### src/rtl/path_pkg.sv
// Shared types and widths for the path sequencer: turn codes, FSM states and the route entry payload.
package path_pkg;

  localparam int unsigned NODE_W = 5;
  localparam int unsigned TURN_W = 2;
  localparam int unsigned IDX_W  = 5;
  localparam int unsigned LEN_W  = 6;

  localparam logic [TURN_W-1:0] TURN_STRAIGHT = 2'd0;
  localparam logic [TURN_W-1:0] TURN_RIGHT    = 2'd1;
  localparam logic [TURN_W-1:0] TURN_UTURN    = 2'd2;
  localparam logic [TURN_W-1:0] TURN_LEFT     = 2'd3;

  typedef enum logic [2:0] {
    S_IDLE,
    S_RUN,
    S_NODE,
    S_DONE,
    S_FAULT
  } seq_state_t;

  typedef struct packed {
    logic [NODE_W-1:0] node;
    logic [TURN_W-1:0] turn;
  } route_entry_t;

endpackage

### src/rtl/path_sequencer_if.sv
// Route load, follower handshake and status bundle between the sequencer and its surroundings.
interface path_sequencer_if;
  import path_pkg::*;

  logic              load_valid;
  logic              load_ready;
  logic [NODE_W-1:0] load_node;
  logic [TURN_W-1:0] load_turn;
  logic              load_last;
  logic              start;
  logic              node_flag;
  logic              node_changed;
  logic [TURN_W-1:0] turn_flag;
  logic [NODE_W-1:0] realtime_pos;
  logic              end_path;
  logic              busy;
  logic              fault;
  logic [LEN_W-1:0]  path_len;

  modport master (
    output load_valid, load_node, load_turn, load_last, start, node_flag, node_changed,
    input  load_ready, turn_flag, realtime_pos, end_path, busy, fault, path_len
  );

  modport slave (
    input  load_valid, load_node, load_turn, load_last, start, node_flag, node_changed,
    output load_ready, turn_flag, realtime_pos, end_path, busy, fault, path_len
  );

endinterface

### src/rtl/path_store.sv
// Route register file: one write port, asynchronous reads of the current and following entry.
module path_store
  import path_pkg::*;
#(
  parameter int unsigned MAX_NODES = 32
) (
  input  logic              clk_3125KHz,
  input  logic              we,
  input  logic [IDX_W-1:0]  waddr,
  input  route_entry_t      wdata,
  input  logic [IDX_W-1:0]  rd_idx,
  output route_entry_t      rd_cur,
  output logic [TURN_W-1:0] rd_nxt_turn
);

  route_entry_t mem [MAX_NODES];
  logic [IDX_W-1:0] rd_idx_nxt;

  // Contents are not reset; entries past the loaded length are never consumed.
  always_ff @(posedge clk_3125KHz) begin
    if (we) mem[waddr] <= wdata;
  end

  assign rd_idx_nxt  = IDX_W'(rd_idx + IDX_W'(1));
  assign rd_cur      = mem[rd_idx];
  assign rd_nxt_turn = mem[rd_idx_nxt].turn;

endmodule

### src/rtl/path_sequencer.sv
// Walks a preloaded route node by node, steering the line follower and reporting progress.
module path_sequencer
  import path_pkg::*;
#(
  parameter int unsigned MAX_NODES      = 32,
  parameter int unsigned TIMEOUT_CYCLES = 3125000
) (
  input  logic           clk_3125KHz,
  input  logic           rst,
  path_sequencer_if.slave bus
);

  localparam int unsigned       TCNT_W    = (TIMEOUT_CYCLES > 2) ? $clog2(TIMEOUT_CYCLES) : 1;
  localparam logic [TCNT_W-1:0] TCNT_LAST = TCNT_W'(TIMEOUT_CYCLES - 1);
  localparam logic [IDX_W-1:0]  IDX_LAST  = IDX_W'(MAX_NODES - 1);

  seq_state_t        state_q, state_nx;
  logic [TURN_W-1:0] turn_q, turn_nx;
  logic [NODE_W-1:0] pos_q, pos_nx;
  logic              end_q, end_nx;
  logic              busy_q, busy_nx;
  logic              fault_q, fault_nx;
  logic [LEN_W-1:0]  len_q, len_nx;
  logic [IDX_W-1:0]  wr_ptr_q, wr_ptr_nx;
  logic [IDX_W-1:0]  rd_idx_q, rd_idx_nx;
  logic              valid_q, valid_nx;
  logic [TCNT_W-1:0] tcnt_q, tcnt_nx;
  logic              node_flag_d;

  logic              load_ready_c;
  logic              accept_c;
  logic              rise_c;
  route_entry_t      wr_entry_c;
  route_entry_t      rd_cur;
  logic [TURN_W-1:0] rd_nxt_turn;

  assign load_ready_c = (state_q == S_IDLE) && !valid_q;
  assign accept_c     = bus.load_valid && load_ready_c;
  assign rise_c       = bus.node_flag && !node_flag_d;
  assign wr_entry_c   = '{node: bus.load_node, turn: bus.load_turn};

  path_store #(.MAX_NODES(MAX_NODES)) u_store (
    .clk_3125KHz (clk_3125KHz),
    .we          (accept_c),
    .waddr       (wr_ptr_q),
    .wdata       (wr_entry_c),
    .rd_idx      (rd_idx_q),
    .rd_cur      (rd_cur),
    .rd_nxt_turn (rd_nxt_turn)
  );

  // Next-state and registered-output values.
  always_comb begin
    state_nx  = state_q;
    turn_nx   = turn_q;
    pos_nx    = pos_q;
    end_nx    = 1'b0;
    busy_nx   = busy_q;
    fault_nx  = fault_q;
    len_nx    = len_q;
    wr_ptr_nx = wr_ptr_q;
    rd_idx_nx = rd_idx_q;
    valid_nx  = valid_q;
    tcnt_nx   = tcnt_q;

    case (state_q)
      S_IDLE: begin
        if (accept_c) begin
          wr_ptr_nx = IDX_W'(wr_ptr_q + IDX_W'(1));
          if (bus.load_last || (wr_ptr_q == IDX_LAST)) begin
            valid_nx = 1'b1;
            len_nx   = LEN_W'(LEN_W'(wr_ptr_q) + LEN_W'(1));
          end
        end
        // rd_idx is always zero here, so rd_cur is the first route entry.
        if (bus.start && valid_q) begin
          state_nx  = S_RUN;
          rd_idx_nx = '0;
          turn_nx   = rd_cur.turn;
          busy_nx   = 1'b1;
        end
      end

      S_RUN: begin
        if (rise_c) begin
          state_nx = S_NODE;
          tcnt_nx  = '0;
        end
      end

      S_NODE: begin
        if (bus.node_changed) begin
          pos_nx = rd_cur.node;
          if (LEN_W'(rd_idx_q) == LEN_W'(len_q - LEN_W'(1))) begin
            state_nx  = S_DONE;
            end_nx    = 1'b1;
            turn_nx   = TURN_STRAIGHT;
            busy_nx   = 1'b0;
            valid_nx  = 1'b0;
            wr_ptr_nx = '0;
            rd_idx_nx = '0;
          end else begin
            state_nx  = S_RUN;
            rd_idx_nx = IDX_W'(rd_idx_q + IDX_W'(1));
            turn_nx   = rd_nxt_turn;
          end
        end else if (tcnt_q == TCNT_LAST) begin
          state_nx = S_FAULT;
          fault_nx = 1'b1;
          turn_nx  = TURN_STRAIGHT;
          busy_nx  = 1'b0;
        end else begin
          tcnt_nx = TCNT_W'(tcnt_q + TCNT_W'(1));
        end
      end

      S_DONE:  state_nx = S_IDLE;

      S_FAULT: state_nx = S_FAULT;

      default: state_nx = S_IDLE;
    endcase
  end

  always_ff @(posedge clk_3125KHz) begin
    if (rst) begin
      state_q     <= S_IDLE;
      turn_q      <= TURN_STRAIGHT;
      pos_q       <= '0;
      end_q       <= 1'b0;
      busy_q      <= 1'b0;
      fault_q     <= 1'b0;
      len_q       <= '0;
      wr_ptr_q    <= '0;
      rd_idx_q    <= '0;
      valid_q     <= 1'b0;
      tcnt_q      <= '0;
      node_flag_d <= 1'b0;
    end else begin
      state_q     <= state_nx;
      turn_q      <= turn_nx;
      pos_q       <= pos_nx;
      end_q       <= end_nx;
      busy_q      <= busy_nx;
      fault_q     <= fault_nx;
      len_q       <= len_nx;
      wr_ptr_q    <= wr_ptr_nx;
      rd_idx_q    <= rd_idx_nx;
      valid_q     <= valid_nx;
      tcnt_q      <= tcnt_nx;
      node_flag_d <= bus.node_flag;
    end
  end

  assign bus.load_ready   = load_ready_c;
  assign bus.turn_flag    = turn_q;
  assign bus.realtime_pos = pos_q;
  assign bus.end_path     = end_q;
  assign bus.busy         = busy_q;
  assign bus.fault        = fault_q;
  assign bus.path_len     = len_q;

endmodule

### src/flat_wrapper.sv
// flat-port wrapper written by rule: the top's interface ports become plain ports
module path_sequencer_flat import path_pkg::*;
#(
  parameter int unsigned MAX_NODES      = 32,
  parameter int unsigned TIMEOUT_CYCLES = 3125000
)
  (clk_3125KHz, rst, bus_load_valid, bus_load_node, bus_load_turn, bus_load_last, bus_start, bus_node_flag, bus_node_changed, bus_load_ready, bus_turn_flag, bus_realtime_pos, bus_end_path, bus_busy, bus_fault, bus_path_len);
  path_sequencer_if bus_i ();
  input  logic clk_3125KHz;
  input  logic rst;
  input wire logic [$bits(bus_i.load_valid)-1:0] bus_load_valid;
  input wire logic [$bits(bus_i.load_node)-1:0] bus_load_node;
  input wire logic [$bits(bus_i.load_turn)-1:0] bus_load_turn;
  input wire logic [$bits(bus_i.load_last)-1:0] bus_load_last;
  input wire logic [$bits(bus_i.start)-1:0] bus_start;
  input wire logic [$bits(bus_i.node_flag)-1:0] bus_node_flag;
  input wire logic [$bits(bus_i.node_changed)-1:0] bus_node_changed;
  output wire logic [$bits(bus_i.load_ready)-1:0] bus_load_ready;
  output wire logic [$bits(bus_i.turn_flag)-1:0] bus_turn_flag;
  output wire logic [$bits(bus_i.realtime_pos)-1:0] bus_realtime_pos;
  output wire logic [$bits(bus_i.end_path)-1:0] bus_end_path;
  output wire logic [$bits(bus_i.busy)-1:0] bus_busy;
  output wire logic [$bits(bus_i.fault)-1:0] bus_fault;
  output wire logic [$bits(bus_i.path_len)-1:0] bus_path_len;
  assign bus_i.load_valid = bus_load_valid;
  assign bus_i.load_node = bus_load_node;
  assign bus_i.load_turn = bus_load_turn;
  assign bus_i.load_last = bus_load_last;
  assign bus_i.start = bus_start;
  assign bus_i.node_flag = bus_node_flag;
  assign bus_i.node_changed = bus_node_changed;
  assign bus_load_ready = bus_i.load_ready;
  assign bus_turn_flag = bus_i.turn_flag;
  assign bus_realtime_pos = bus_i.realtime_pos;
  assign bus_end_path = bus_i.end_path;
  assign bus_busy = bus_i.busy;
  assign bus_fault = bus_i.fault;
  assign bus_path_len = bus_i.path_len;
  path_sequencer #(.MAX_NODES(MAX_NODES), .TIMEOUT_CYCLES(TIMEOUT_CYCLES)) u_core (.clk_3125KHz(clk_3125KHz), .rst(rst), .bus(bus_i));
endmodule
### config.mk
export PLATFORM = sky130hd
export DESIGN_NAME = path_sequencer_flat
export DESIGN_NICKNAME = d
export VERILOG_FILES = /design/src/rtl/path_pkg.sv /design/src/rtl/path_sequencer_if.sv /design/src/rtl/path_store.sv /design/src/rtl/path_sequencer.sv /design/src/flat_wrapper.sv
export SDC_FILE = /design/constraint.sdc
export NUM_CORES = 1
export LEC_CHECK = 0
export ABC_CLOCK_PERIOD_IN_PS = 5750
export CORE_MARGIN = 2
export CORE_UTILIZATION = 50
export DETAILED_ROUTE_END_ITERATION = 8
export PLACE_DENSITY = 0.73
export SLEW_MARGIN = 30
export SYNTH_ARGS = -nofsm -noshare
export SYNTH_HDL_FRONTEND = slang
export SYNTH_HIERARCHICAL = 1
export SYNTH_SLANG_ARGS = --single-unit
### constraint.sdc
create_clock -name clk_3125KHz -period 5.75 [get_ports clk_3125KHz]
set_input_delay 1.15 -clock clk_3125KHz [delete_from_list [all_inputs] [get_ports clk_3125KHz]]
set_output_delay 1.15 -clock clk_3125KHz [all_outputs]
set_load 0.03 [all_outputs]
**After elaboration in Yosys (flattened, before gate mapping)**

Memories as Yosys holds them, arrays and structs flattened. A register that Yosys moved wholly into a read port is not among the register bits.
Cells that the tools add are included.

- Register bits: 53
- RAM bits: 224
- Memories kept: 1

- $add $sub $neg: 5
- Equality and inequality tests: 16
- Mux-type cells: 37
- Bitwise logic cells: 2
- Reductions and logical operators: 21

Memory list:

| name | words | bits a word | rd ports | clocked after memory_dff | wr ports | RTL line | text |
|---|---|---|---|---|---|---|---|
| u_core.u_store.mem | 32 | 7 | 2 | 1 | 1 | path_store.sv:16 | `route_entry_t mem [MAX_NODES];` |

Operators by type and width:

| cell | number |
|---|---|
| 22-bit two-way mux | 3 |
| 22-bit case mux with 2 select lines | 1 |
| 5-bit two-way mux | 8 |
| 22-bit by 1-bit adder with 22-bit output, second input constant | 1 |
| 22-bit equality test, second input constant | 1 |
| 5-bit case mux with 2 select lines | 2 |
| 3-bit AND reduction | 5 |
| 3-bit two-way mux | 4 |
| 3-bit case mux with 4 select lines | 1 |
| 4-bit AND reduction | 3 |
| 5-bit by 1-bit adder with 5-bit output, second input constant | 2 |
| 1-bit two-way mux | 10 |
| 2-bit two-way mux | 5 |
| 2-bit inequality test, second input constant | 5 |
| 5-bit by 1-bit adder with 6-bit output, second input constant | 1 |
| 5-bit by 6-bit equality test with 1-bit output | 1 |
| 2-bit by 1-bit inequality test with 1-bit output, second input constant | 3 |
| 3-bit by 2-bit inequality test with 1-bit output, second input constant | 2 |
| 6-bit by 1-bit subtractor with 6-bit output, second input constant | 1 |
| 5-bit equality test, second input constant | 1 |
| 5-bit AND reduction | 1 |
| 1-bit logical AND | 4 |
| 1-bit case mux with 2 select lines | 2 |
| 2-bit case mux with 2 select lines | 1 |
| other kinds (10) | 13 |

**Longest topological paths before layout**

Gate-level depths: netlist of run 1.

- Word-level depth: 7
- Depth in mapped cells: 9
- Mapped depth without buffers: 8

**Modules after synthesis**

The synthesis of run 1 kept the hierarchy.

Modules (own cells, without submodules):

| module | times used | cells an instance | area each (um^2) | sequential area each (um^2) |
|---|---|---|---|---|
| path_store | 1 | 427 | 9396.5 | 6726.5 |
| path_sequencer | 1 | 313 | 2597.5 | 1061.0 |

**Least setup slack after synthesis of run 1**

No wires, ideal clock.

- Path type: register -> register
- Start: register u_core.state_q[2]
- End: memory u_core/u_store/mem[28][0] in the netlist's numbering, enable pin
- Arrival time: 2.931 ns
- Setup slack: 2.459 ns
- Stages on the path, launching flop included: 8
- Path buffers: 3
- Period minus slack after synthesis: 3.291 ns
- Cells stage by stage: dfxtp_1 buf_2 nor4_1 and2_1 clkbuf_1 or3b_2 clkbuf_1 nor2_1

- Longest elaborated chain between the ends: 5

RTL lines:

| item | RTL line | text |
|---|---|---|
| start: declaration | path_sequencer.sv:17 | `seq_state_t state_q, state_nx;` |
| start signal: assignment | path_sequencer.sv:140 | `state_q <= state_nx;` |
| 3-bit logical NOT | path_sequencer.sv:37 | `assign load_ready_c = (state_q == S_IDLE) && !valid_q;` |
| 1-bit logical AND | path_sequencer.sv:37 |  |
| via bus_load_ready | flat_wrapper.sv:18 | `output wire logic [$bits(bus_i.load_ready)-1:0] bus_load_ready;` |
| 1-bit logical AND | path_sequencer.sv:38 | `assign accept_c = bus.load_valid && load_ready_c;` |
| via u_core.accept_c | path_sequencer.sv:31 | `logic accept_c;` |
| 1-bit two-way mux | path_store.sv:21 | `if (we) mem[waddr] <= wdata;` |
| 1-bit two-way mux (implied by the code) | path_store.sv:21 |  |
| end: declaration | path_store.sv:16 |  |

The timed path passes the listed nets, and every way through them passes these cells.

**Worst setup path in the final report of run 1**

- Start: register u_core.state_q[2]
- End: output port bus_load_ready

- Longest elaborated chain between the ends: 2

RTL lines:

| item | RTL line |
|---|---|
| 3-bit logical NOT | path_sequencer.sv:37 |
| 1-bit logical AND | path_sequencer.sv:37 |
| end: declaration | flat_wrapper.sv:18 |

Every way passes these cells.

==> impl_metrics.json, run 1 <==
{
  "grt_max_degree": 66,
  "critical_path_class": "reg -> out",
  "ir_drop_v": 0.000212,
  "die_y_um": 159,
  "h-tree-depth": 1,
  "drt-total-wl_um": 26600,
  "finalCriticalPeriod_ns": 3.22,
  "root_buffer": "clkbuf_16",
  "synth_cell_types": 55,
  "yosysMostFrequentCell": "edfxtp_1",
  "diodes": 0,
  "fin_setup_tns_ns": 0,
  "p_leak_nw": 4.05,
  "boundaryPins": 31,
  "synth_flop_cell": "edfxtp_1",
  "coreArea_um2": 23500,
  "finalMaxSlewViolations": 0,
  "clock-sinks": 277,
  "finalHoldViolations": 0,
  "crit_arrival_ns": 2.07,
  "wl_per_cell_um": 24.0,
  "synthCells": 740,
  "path_max_fanout": 8,
  "synth-edff-count": 224,
  "final_antenna_net_count": 0,
  "maxSlewHeadroom_pct": 39.0,
  "register_area_um2": 7790,
  "first_iter_violations": 873,
  "grtUsageTotal_pct": 20.9,
  "cts_resized": 0,
  "busiest_layer": "met2",
  "use_met1_pct": 30.5,
  "vias": 7039,
  "overflow": 0,
  "required_ns": 4.60,
  "utilization_pct": 57.0,
  "synth_top_area_share_pct": 56.1,
  "status": "complete, no violations",
  "detail_route.first_pass.iterations": 5,
  "clockBufferDepth": 3,
  "io_buffers": 30,
  "ys_warn_count": 6,
  "maxCapViolations": 0,
  "met3_usage_pct": 3.74,
  "post-route-period-util_pct": 55.9,
  "startpoint_type": "flip-flop",
  "rsz0062_at_grt": "false",
  "grt_pass1_vias": 6866,
  "rrSetupSlack_ns": 2.60,
  "async_flop_share_pct": 0,
  "use_met2_pct": 33.2,
  "post_cts_buffers": 0,
  "cts_tree": "done",
  "die_w_um": 159,
  "dieArea_um2": 25200,
  "tightestPinTransition_ns": 0.914,
  "drive_gt1_share_pct": 20.6,
  "multi_input_area_um2": 3950,
  "hold_path_class": "reg -> reg",
  "synth_area_um2": 12000,
  "power_density_nw_per_um2": 301,
  "clock_latency_ns": 0.54,
  "drc": 0,
  "clkTransAtPathRegs_ns": 0.06,
  "crit_path_end_kind": "output port",
  "ys_ff_latch": 277,
  "netlist_top_cells_count": "224 x edfxtp_1, 86 x mux4_2, 79 x nor2_1, 53 x dfxtp_1, 31 x nand2_1",
  "finalSetupViolations": 0,
  "hold-worst-slack_ns": 0.469,
  "hold_buffers": 0,
  "grt_pass1_wl_um": 40900,
  "syn_avg_cell_area_um2": 16.2,
  "syn_nets": 760,
  "synth_top_cell_by_area": "edfxtp_1",
  "viasPerCell": 6.34,
  "fin_nets": 791,
  "synthToLayoutAreaGrowth_pct": 11.8,
  "skew_ns": 0.0211,
  "ys_seq_area_share_pct": 64.9,
  "power_mw": 4.04,
  "synth_area_leaders": "edfxtp_1 56%, mux4_2 16%, dfxtp_1 8.8%",
  "globalplace.congestion": 0.854,
  "fill_cells": 1784,
  "start_util_pct": 50.9,
  "antenna_found_initial": 0,
  "cts_inserted_buffers": 27,
  "place_hpwl_um": 16900,
  "fp-row-count": 56,
  "fmax_ghz": 0.311
}
-- placed cells by master, fill, tap and decap left out, types with 3 or more instances in the layout --
master / n
clkbuf_16: 27
edfxtp_1: 224
a211oi_1: 5
and2_1: 6
nor2_1: 79
mux2_2: 7
o21ai_0: 17
mux2i_1: 9
mux4_2: 86
nor2b_1: 11
a32oi_1: 4
and4_1: 3
a2111oi_0: 3
nor3_1: 13
nand3_1: 14
buf_4: 9
clkinvlp_4: 12
xnor2_1: 16
a221oi_1: 6
ha_1: 6
xor2_1: 8
a21oi_1: 30
nand2_1: 31
dfxtp_1: 51
and3_1: 3
clkdlybuf4s50_1: 28
nand4_1: 4
inv_1: 8
nand3b_1: 7
or3b_2: 4
o31ai_1: 5
a31oi_1: 3
a211o_1: 3
or3_1: 6
or4_1: 4
-- through the flow --
stage	instances	worst slack, ns	cell area (um^2)
finish	1110	2.53	13400
global route	1110	2.47	13400
CTS	1109	2.26	13400
detailed placement	1060	2.20	12500
global placement	1060	2.27	12500
floorplan	740	2.46	12000
-- final timing paths --
path,from,end,depth (start not counted)
worst max-delay path,u_core/state_q[2]$_SDFFE_PP0P_,bus_load_ready,2
worst min-delay path,u_core/bus.fault$_SDFFE_PP0P_,u_core/bus.fault$_SDFFE_PP0P_,2
worst max register to register,u_core/rd_idx_q[0]$_SDFFE_PP0P_,u_core/bus.realtime_pos[4]$_SDFFE_PP0P_,7
worst min register to register,u_core/bus.fault$_SDFFE_PP0P_,u_core/bus.fault$_SDFFE_PP0P_,2
-- state kept, by name, summed over array words and instances (netlist names) --
register,cells
u_core/bus.fault,1
u_core/bus.path_len,6
u_core/bus.end_path,1
u_core/valid_q,1
u_core/wr_ptr_q,5
u_core/rd_idx_q,5
u_core/bus.busy,1
u_core/u_store/mem,224
u_core/node_flag_d,1
u_core/state_q,3
u_core/bus.turn_flag,2
u_core/bus.realtime_pos,5
u_core/tcnt_q,22
-- worst max-delay path, cell delays in order, from the launching register on --
cell and delay, ns:
dfxtp_1 0.41, nor4_1 0.39, clkdlybuf4s50_1 0.74
-- per-layer routing --
metal | vias up | wire, um
li1 | 3002 | -
met1 | 3589 | 11100
met2 | 391 | 12700
met3 | 57 | 2210
met4 | 0 | 659
met5 | - | 0
-- cells by family (layout without fill, tap and decap cells) --
group                    after synthesis  after routing  synth area share [%]
AO/OA/AOI/OAI                         85             85                  4.62
AND/OR/NAND/NOR                      197            197                  8.20
XOR/XNOR                              25             25                  1.83
buffers and inverters                 48             99                  2.24
adder cells (fa/ha/maj)                6              6                 0.626
multiplexers                         102            102                  17.6
flip-flops                           277            277                  64.9
-- power breakdown --
part,internal [mW],switching [mW]
clock,0.913,0.746
sequential,2.19,0.0193
combinational,0.0638,0.115
total,3.16,0.881
-- layout make-up --
cell class / instances / share of cell area (%)
sequential: 277 / 58.1
multi-input combinational: 415 / 29.4
clock buffer: 29 / 5.09
tap: 319 / 2.98
timing repair buffer: 41 / 2.96
clock inverter: 20 / 1.19
inverter: 9 / 0.271
(Power assumes the default switching activity.)
==> run 2: changes to the inputs <==
--- a/config.mk
+++ b/config.mk
@@ -5,11 +5,11 @@
 export SDC_FILE = /design/constraint.sdc
 export NUM_CORES = 1
 export LEC_CHECK = 0
-export ABC_CLOCK_PERIOD_IN_PS = 5750
+export ABC_CLOCK_PERIOD_IN_PS = 2600
 export CORE_MARGIN = 2
 export CORE_UTILIZATION = 50
 export DETAILED_ROUTE_END_ITERATION = 8
-export PLACE_DENSITY = 0.73
+export PLACE_DENSITY = 0.75
 export SLEW_MARGIN = 30
 export SYNTH_ARGS = -nofsm -noshare
 export SYNTH_HDL_FRONTEND = slang
==> constraint.sdc (replaced) <==
create_clock -name clk_3125KHz -period 2.6 [get_ports clk_3125KHz]
set_input_delay 0.52 -clock clk_3125KHz [delete_from_list [all_inputs] [get_ports clk_3125KHz]]
set_output_delay 0.52 -clock clk_3125KHz [all_outputs]
set_load 0.03 [all_outputs]
==> impl_metrics.json, run 2 (synthesized netlist as in run 1, its figures left out) <==
{
  "top_register": "u_core/u_store/mem",
  "min_path_cells": 2,
  "finalHoldViolations": 0,
  "final_antenna_net_count": 0,
  "post-route-period-util_pct": 96.1,
  "p_int_mw": 7.32,
  "coreArea_um2": 23500,
  "hold_start": "u_core/bus.fault$_SDFFE_PP0P_",
  "vias": 7027,
  "io_buffers": 30,
  "die_w_um": 159,
  "clock_latency_ns": 0.54,
  "tightestPinTransition_ns": 0.774,
  "fin_nets": 849,
  "crit_path_end_kind": "output port",
  "first_iter_violations": 860,
  "utilization_pct": 59.2,
  "rsz0062_at_grt": "false",
  "startpoint_type": "flip-flop",
  "antenna_found_initial": 0,
  "grtUsageTotal_pct": 20.5,
  "globalplace.congestion": 0.876,
  "required_ns": 2.08,
  "fmax_ghz": 0.400,
  "reg2reg_depth": 6,
  "critical_path_class": "reg -> out",
  "grt_pass1_wl_um": 40300,
  "grt_max_degree": 40,
  "largest_reg_flops": 224,
  "skew_ns": 0.00996,
  "p_leak_nw": 4.44,
  "fp-row-count": 56,
  "power_mw": 9.23,
  "hold_buffers": 0,
  "hold_path_class": "reg -> reg",
  "path_max_fanout": 8,
  "drc": 0,
  "diodes": 0,
  "boundaryPins": 31,
  "min_to": "u_core/bus.fault$_SDFFE_PP0P_",
  "overflow": 0,
  "finalSetupViolations": 0,
  "finalCriticalPeriod_ns": 2.50,
  "root_buffer": "clkbuf_16",
  "cts_resized": 0,
  "crit_arrival_ns": 1.98,
  "start_util_pct": 50.9,
  "clkPwrFrac_pct": 42.8,
  "switching_power_mw": 1.90,
  "drive_gt1_share_pct": 25.0,
  "maxCapViolations": 0,
  "layout_common_cells": "224 x edfxtp_1, 86 x mux4_2, 79 x nor2_1",
  "status": "complete, no violations",
  "power_density_nw_per_um2": 662,
  "cts_inserted_buffers": 28,
  "clockBufferDepth": 3,
  "clock-sinks": 277,
  "ir_drop_v": 0.000444,
  "finalMaxSlewViolations": 0,
  "place_hpwl_um": 17200,
  "grt_pass1_vias": 6899,
  "power_frac_comb_pct": 4.4,
  "h-tree-depth": 1,
  "maxSlewHeadroom_pct": 48.4,
  "wl_per_cell_um": 21.8,
  "p_seq_share_pct": 52.8,
  "die_y_um": 159,
  "detail_route.first_pass.iterations": 5,
  "rrSetupSlack_ns": 0.15,
  "mostFrequentLayoutCell": "edfxtp_1",
  "post_cts_buffers": 0,
  "fin_setup_tns_ns": 0,
  "drt-total-wl_um": 25500,
  "synthToLayoutAreaGrowth_pct": 16.3,
  "r2r_start": "u_core/rd_idx_q[0]$_SDFFE_PP0P_",
  "dieArea_um2": 25200,
  "hold-worst-slack_ns": 0.477,
  "cts_tree": "done",
  "swShare_pct": 20.6,
  "reg2reg_to": "u_core/bus.realtime_pos[1]$_SDFFE_PP0P_",
  "clkTransAtPathRegs_ns": 0.06,
  "viasPerCell": 6.02
}
==> run 2: worst max path at each step <==
| stage | from | to | cells past startpoint |
|---|---|---|---|
| 2_1_floorplan | u_core/state_q[2]$_SDFFE_PP0P_ | u_core/u_store/mem[28][0]$_DFFE_PP_ | 7 |
| 3_3_place_gp | bus_load_valid | u_core/u_store/mem[22][2]$_DFFE_PP_ | 6 |
| 3_5_place_dp | bus_load_valid | u_core/u_store/mem[26][2]$_DFFE_PP_ | 6 |
| 4_1_cts | u_core/state_q[0]$_SDFFE_PP0P_ | bus_load_ready | 2 |
| 5_1_grt | u_core/rd_idx_q[0]$_SDFFE_PP0P_ | u_core/bus.turn_flag[1]$_SDFFE_PP0P_ | 8 |
| 6_report | u_core/state_q[0]$_SDFFE_PP0P_ | bus_load_ready | 2 |
==> run 2: layer usage <==
metal | GRT usage (%) | routed length (um) | vias to the layer above
met5 | 0 | 0 | -
met2 | 31.9 | 12000 | 309
li1 | - | - | 3125
met4 | 6.40 | 690 | 0
met1 | 29.9 | 10700 | 3551
met3 | 3.27 | 2090 | 42
==> run 2: stage by stage <==
step                      cell area (um^2)  instances  setup slack (ns)
after CTS                            13900       1168            0.0726
after global routing                 13900       1168           0.00425
final                                13900       1168             0.101
after detailed placement             13000       1118          0.000876
after floorplan                      12000        740            -0.107
after global placement               13000       1118          0.000945
==> run 2: power by group through the flow <==
stage	sequential, mW	combinational [mW]	clock (mW)
2_1_floorplan	4.98	0.202	0
3_3_place_gp	4.97	0.392	0
3_5_place_dp	4.97	0.402	0
4_1_cts	4.87	0.403	4.02
5_1_grt	4.88	0.439	4.19
6_report	4.87	0.403	3.95
==> run 2: area by class of cell <==
| type | count | area (um^2) |
|---|---|---|
| clock buffers | 34 | 744 |
| clock inverters | 16 | 158 |
| fillers | 1732 | 9600 |
| inverters | 9 | 36.3 |
| multi-input cells | 415 | 3950 |
| flip-flops and latches | 277 | 7790 |
| well taps | 319 | 399 |
| repair buffers | 98 | 861 |
==> run 2: worst max-delay path, cell delays in order, from the launching register on <==
cell and delay [ns]:
dfxtp_1 0.41, nor4_4 0.32, clkdlybuf4s50_1 0.71
